<file path="src/rtl/conv_sched_ctrl.sv">
// conv_sched_ctrl
//   Control-center scheduler for the single-CONV-layer NoC. Once per
//   timestep it sends one CFG packet to every PE, then a START packet to the
//   ifmap/filter memory. It then waits for the partial-sum adder to report,
//   over a 4-phase level handshake, that all outputs of that timestep are
//   summed. After TOT_TIME timesteps it pulses layer_done and returns to idle.
//
// Ports
//   clk, rst      : rising-edge clock, asynchronous active-high reset
//   start         : one-cycle layer start request, sampled only when idle
//   pkt_data      : packet {src, dst, type, payload} towards the router
//   pkt_valid     : packet valid (registered)
//   pkt_ready     : router accepts the packet
//   add_done_req  : adder reports the current timestep complete (level)
//   add_done_ack  : acknowledge to the adder (level)
//   busy          : high in every state except IDLE
//   layer_done    : one-cycle pulse in the final state of a layer
//   timestep      : index of the current timestep
//   proto_err     : sticky; adder request seen while packets were being sent
//
// Handshake: a packet transfers on a rising edge where pkt_valid && pkt_ready.
// pkt_valid and pkt_data come straight from flops. While pkt_valid && !pkt_ready
// the FSM does not advance, so both are reloaded with unchanged values and
// stay stable. pkt_valid only falls after a transfer, or on reset.

module conv_sched_ctrl #(
    parameter int WIDTH      = 5,
    parameter int DATA_WIDTH = 20,
    parameter int NUM_PE     = 5,
    parameter int PE_BASE    = 0,
    parameter int MEM_ADDR   = 10,
    parameter int CC_ADDR    = 15,
    parameter int TOT_TIME   = 3
) (
    input  logic                  clk,
    input  logic                  rst,
    input  logic                  start,
    output logic [DATA_WIDTH-1:0] pkt_data,
    output logic                  pkt_valid,
    input  logic                  pkt_ready,
    input  logic                  add_done_req,
    output logic                  add_done_ack,
    output logic                  busy,
    output logic                  layer_done,
    output logic [7:0]            timestep,
    output logic                  proto_err
);

    localparam int PW = DATA_WIDTH - 2*WIDTH - 2;

    localparam logic [WIDTH-1:0] SRC_ID   = WIDTH'(CC_ADDR);
    localparam logic [WIDTH-1:0] MEM_ID   = WIDTH'(MEM_ADDR);
    localparam logic [WIDTH-1:0] PE0_ID   = WIDTH'(PE_BASE);
    localparam logic [WIDTH-1:0] LAST_PE  = WIDTH'(NUM_PE - 1);
    localparam logic [7:0]       LAST_TS  = 8'(TOT_TIME - 1);
    localparam logic [1:0]       TYPE_CFG   = 2'b00;
    localparam logic [1:0]       TYPE_START = 2'b01;

    typedef enum logic [2:0] {
        S_IDLE,
        S_CFG_PE,
        S_KICK_MEM,
        S_WAIT_ADD,
        S_ACK,
        S_NEXT,
        S_DONE
    } state_t;

    state_t           state, state_nxt;
    logic [WIDTH-1:0] pe_cnt, pe_cnt_nxt;
    logic [7:0]       ts, ts_nxt;
    logic             xfer;
    logic             send_nxt;
    logic [WIDTH-1:0] dst_nxt;
    logic [1:0]       type_nxt;
    logic [PW-1:0]    payload_nxt;

    assign xfer = pkt_valid && pkt_ready;

    // ---------------- state register ----------------
    always_ff @(posedge clk or posedge rst) begin
        if (rst) begin
            state  <= S_IDLE;
            pe_cnt <= '0;
            ts     <= '0;
        end else begin
            state  <= state_nxt;
            pe_cnt <= pe_cnt_nxt;
            ts     <= ts_nxt;
        end
    end

    // ---------------- next-state logic ----------------
    always_comb begin
        state_nxt  = state;
        pe_cnt_nxt = pe_cnt;
        ts_nxt     = ts;
        case (state)
            S_IDLE: begin
                if (start) begin
                    state_nxt  = S_CFG_PE;
                    pe_cnt_nxt = '0;
                    ts_nxt     = '0;
                end
            end
            S_CFG_PE: begin
                if (xfer) begin
                    if (pe_cnt == LAST_PE) state_nxt = S_KICK_MEM;
                    else                   pe_cnt_nxt = pe_cnt + WIDTH'(1);
                end
            end
            S_KICK_MEM: begin
                if (xfer) state_nxt = S_WAIT_ADD;
            end
            S_WAIT_ADD: begin
                if (add_done_req) state_nxt = S_ACK;
            end
            S_ACK: begin
                if (!add_done_req) state_nxt = S_NEXT;
            end
            S_NEXT: begin
                if (ts == LAST_TS) begin
                    state_nxt = S_DONE;
                end else begin
                    state_nxt  = S_CFG_PE;
                    ts_nxt     = ts + 8'd1;
                    pe_cnt_nxt = '0;
                end
            end
            S_DONE:  state_nxt = S_IDLE;
            default: state_nxt = S_IDLE;
        endcase
    end

    // Packet fields are built from the next-state values so the registered
    // packet is already correct in the first cycle of a sending state.
    always_comb begin
        send_nxt    = (state_nxt == S_CFG_PE) || (state_nxt == S_KICK_MEM);
        dst_nxt     = (state_nxt == S_KICK_MEM) ? MEM_ID : PE0_ID + pe_cnt_nxt;
        type_nxt    = (state_nxt == S_KICK_MEM) ? TYPE_START : TYPE_CFG;
        payload_nxt = PW'(ts_nxt);
    end

    always_ff @(posedge clk or posedge rst) begin
        if (rst) begin
            pkt_valid <= 1'b0;
            pkt_data  <= '0;
        end else begin
            pkt_valid <= send_nxt;
            pkt_data  <= send_nxt ? {SRC_ID, dst_nxt, type_nxt, payload_nxt} : '0;
        end
    end

    // An adder request while packets are still going out is premature; it is
    // flagged but not consumed, since the adder keeps holding it.
    always_ff @(posedge clk or posedge rst) begin
        if (rst) begin
            proto_err <= 1'b0;
        end else if (add_done_req && (state == S_CFG_PE || state == S_KICK_MEM)) begin
            proto_err <= 1'b1;
        end
    end

    // ---------------- output decode ----------------
    always_comb begin
        busy         = (state != S_IDLE);
        layer_done   = (state == S_DONE);
        add_done_ack = (state == S_ACK);
        timestep     = ts;
    end

endmodule

</file>
<file path="config.mk">
export PLATFORM = sky130hd
export DESIGN_NAME = conv_sched_ctrl
export DESIGN_NICKNAME = d
export VERILOG_FILES = /design/src/rtl/conv_sched_ctrl.sv
export SDC_FILE = /design/constraint.sdc
export NUM_CORES = 1
export LEC_CHECK = 0
export CAP_MARGIN = 20
export CORE_MARGIN = 1
export CORE_UTILIZATION = 50
export CTS_CLUSTER_SIZE = 40
export DETAILED_ROUTE_END_ITERATION = 8
export PLACE_DENSITY = 0.87
export SLEW_MARGIN = 20
export SYNTH_ARGS = -nofsm -noshare
export SYNTH_HDL_FRONTEND = slang
export SYNTH_SLANG_ARGS = --single-unit
export TNS_END_PERCENT = 50
</file>
<file path="constraint.sdc">
create_clock -name clk -period 2.8 [get_ports clk]
set_input_delay 0.7 -clock clk [delete_from_list [all_inputs] [get_ports clk]]
set_output_delay 0.7 -clock clk [all_outputs]
set_load 0.01 [all_outputs]
</file>
==> flow_summary_export.csv <==
group,metric,value,unit
detailed_routing,ant_nets,0,
cells_and_area,drive_gt1_share,9.77,%
pwr,seq_power_share,34.5,%
floorplan,core,3340,um2
clocking,cts-root-buf,"clkbuf_4",
sta,post-route-period-util,91.1,%
sta,worstMarginPinSlew,0.649,ns
detailed_routing,routed_wl,4020,um
synth,synth_edf_count,0,
synth,syn_avg_cell_area,9.75,um2
detailed_routing,drc,0,
cells_and_area,nFillCells,278,
place,dp_cells,253,
global_routing,use_met3,4.83,%
worst_setup_path,path_max_fanout,13,
floorplan,die_w,61.2,um
worst_setup_path,critPathMaxStageDelay,0.61,ns
detailed_routing,drtPass1Iterations,4,
cells_and_area,syn2layout_area_growth,25.0,%
clocking,cts_resized,0,
synth,synth_flop_cell,"dfrtp_1",
clocking,cts_buffers,5,
global_routing,antenna_found_initial,0,
floorplan,ios,38,
clocking,clkTransAtPathRegs,0.09,ns
min_path,hold_class,"flip-flop to flip-flop",
cells_and_area,n_antenna_cell,0,
pwr,leakage,0.979,nW
worst_setup_path,critPathTopFamily,"buffers and inverters",
sta,skew,0.00909,ns
synth,synth_area_leaders,"dfrtp_1 46%, a21oi_1 4.9%, nand2b_1 3.6%",
pwr,comb_power_share,49.3,%
worst_setup_path,worstPathRequired,2.10,ns
clocking,htreeDepth,2,
floorplan,row_count,21,
global_routing,grt_max_degree,33,
synth,syn_inst,180,
sta,maxSlewHeadroom,56.1,%
synth,ys_types,54,
clocking,ctsHoldBuffers,0,
global_routing,grt_pass1_vias,1329,
detailed_routing,post_drt_via_cell_ratio,5.78,
place,place_hpwl,2830,um
detailed_routing,drt_iter0_drc,115,
global_routing,busiest_layer,"met2",
sta,fin_setup_tns,0,ns
pwr,p_switching,890,uW
sta,rsz0062_at_grt,"false",
floorplan,fp.dieH,61.2,um
detailed_routing,num_vias,1508,
place,portBuffers,35,
synth,syn_area,1750,um2
worst_setup_path,startpoint_type,"flip-flop",
clocking,cts_sinks,32,
synth,yosysTopAreaCell,"dfrtp_1",
global_routing,grt.overflow.total,0,
clocking,tritoncts,"built",
global_routing,grt_use_met1,31.2,%
synth,yosysWarnings,0,
pwr,clkPwrFrac,16.1,%
floorplan,design.die.area,3750,um2
pwr,p_int,1.27,mW
sta,period_minus_slack,2.55,ns
clocking,clk_latency,0.34,ns
clocking,post_cts_buffers,0,
cells_and_area,finalNonFillerCells,261,
synth,ys_seq_area_share,45.6,%
sta,report.final.slew_viol_count,0,
worst_setup_path,path_class,"flip-flop to output port",
cells_and_area,final_area,2190,um2
clocking,clock_path_buffers,2,
pwr,power_density,984,nW/um2
cells_and_area,utilization,65.7,%
pwr,swShare,41.2,%
synth,yosys-top-cells-count,"32 x dfrtp_1, 17 x a21oi_1, 12 x inv_1, 12 x nand2_1, 10 x nand2b_1",
worst_setup_path,cp_cell_sequence,"clkinv_1 -> nor3_1 -> clkdlybuf4s50_1",
synth,synth_top_area_share,45.6,%
flow_run,maxCapViolations,0,
pwr,vdd_drop_max,0.389,mV
sta,final-setup-viol-count,0,
worst_setup_path,critPathBufInv,2,
synth,synthArstFlopShare,100,%
global_routing,grt_pass1_wl,6370,um
sta,hold_viol,0,
synth,yosysMostFrequentCell,"dfrtp_1",
synth,ys_ff_latch,32,
worst_setup_path,endpoint_kind,"output port",
outcome,outcome,"finished clean",
worst_setup_path,critPathSlowestCell,"dfrtp_1",
global_routing,use_met2,38.2,%
place,gp_congestion,0.897,
worst_setup_path,arrival,1.85,ns
sta,hold_slack,0.468,ns
detailed_routing,wire_per_inst,15.4,um
place,dpl_cell_area,2110,um2
cells_and_area,fin_nets,223,
sta,max_freq,392,MHz
global_routing,grtUsageTotal,23.9,%
floorplan,initial_utilization,52.6,%
-- per-stage QoR --
stage	total power, mW	setup WS [ns]
after floorplan	1.41	0.761
after global placement	1.77	0.256
after detailed placement	1.80	0.127
after CTS	2.16	0.273
after global routing	2.30	0.157
final	2.16	0.248
-- worst paths after layout --
path,cells after the start,start,endpoint,slack [ns]
min reg2reg,1,proto_err$_DFFE_PP0P_,proto_err$_DFFE_PP0P_,0.47
min in group asynchronous,3,rst,pkt_data[5]$_DFF_PP0_,0.73
max in group asynchronous,3,rst,state[1]$_DFF_PP0_,1.77
min,1,proto_err$_DFFE_PP0P_,proto_err$_DFFE_PP0P_,0.47
max,3,state[2]$_DFF_PP0_,layer_done,0.25
max reg2reg,7,pe_cnt[0]$_DFF_PP0_,pkt_data[5]$_DFF_PP0_,0.27
-- layout by cell type (no fill, tap or decap), types with 5 or more instances in the layout --
cell type and instances:
dfrtp_1 32, nand2b_1 10, clkbuf_4 5, nor2_1 6, a21oi_1 17, nand2_1 12, inv_1 12, clkdlybuf4s50_1 35
-- registers in the layout (all words and copies together) (netlist names) --
signal	flops
pkt_data	15
timestep	8
pe_cnt	5
state	3
proto_err	1
-- metal layers --
layer	up-vias	routed length, um
met4	0	76
met5	-	0
met3	7	158
li1	709	-
met2	45	2020
met1	747	1760
-- logic make-up (layout without fill, tap and decap cells) --
family / after synthesis / after routing / synth area share [%]
fa+ha+maj: 4 / 4 / 2.85
compound gates: 52 / 52 / 20.5
xor+xnor: 5 / 5 / 2.50
other cells: 1 / 2 / 0.214
simple gates: 60 / 60 / 20.8
buf+inv: 26 / 60 / 7.56
flops: 32 / 32 / 45.6
-- power groups by stage --
stage | clock, mW | combinational [mW] | sequential, mW
after floorplan | 0 | 0.673 | 0.738
final | 0.348 | 1.06 | 0.745
after detailed placement | 0 | 1.05 | 0.750
after global placement | 0 | 1.03 | 0.746
after global routing | 0.370 | 1.16 | 0.770
after CTS | 0.354 | 1.06 | 0.743
-- area by class of cell --
class	instances	area (um2)	share of cell area, %
flip-flops and latches	32	801	36.5
inverters	13	48.8	2.23
multi-input cells	123	825	37.6
well taps	46	57.6	2.63
clock buffers	5	37.5	1.71
clock inverters	3	42.5	1.94
repair buffers	39	380	17.4
Power figures use the tool's default switching activity.
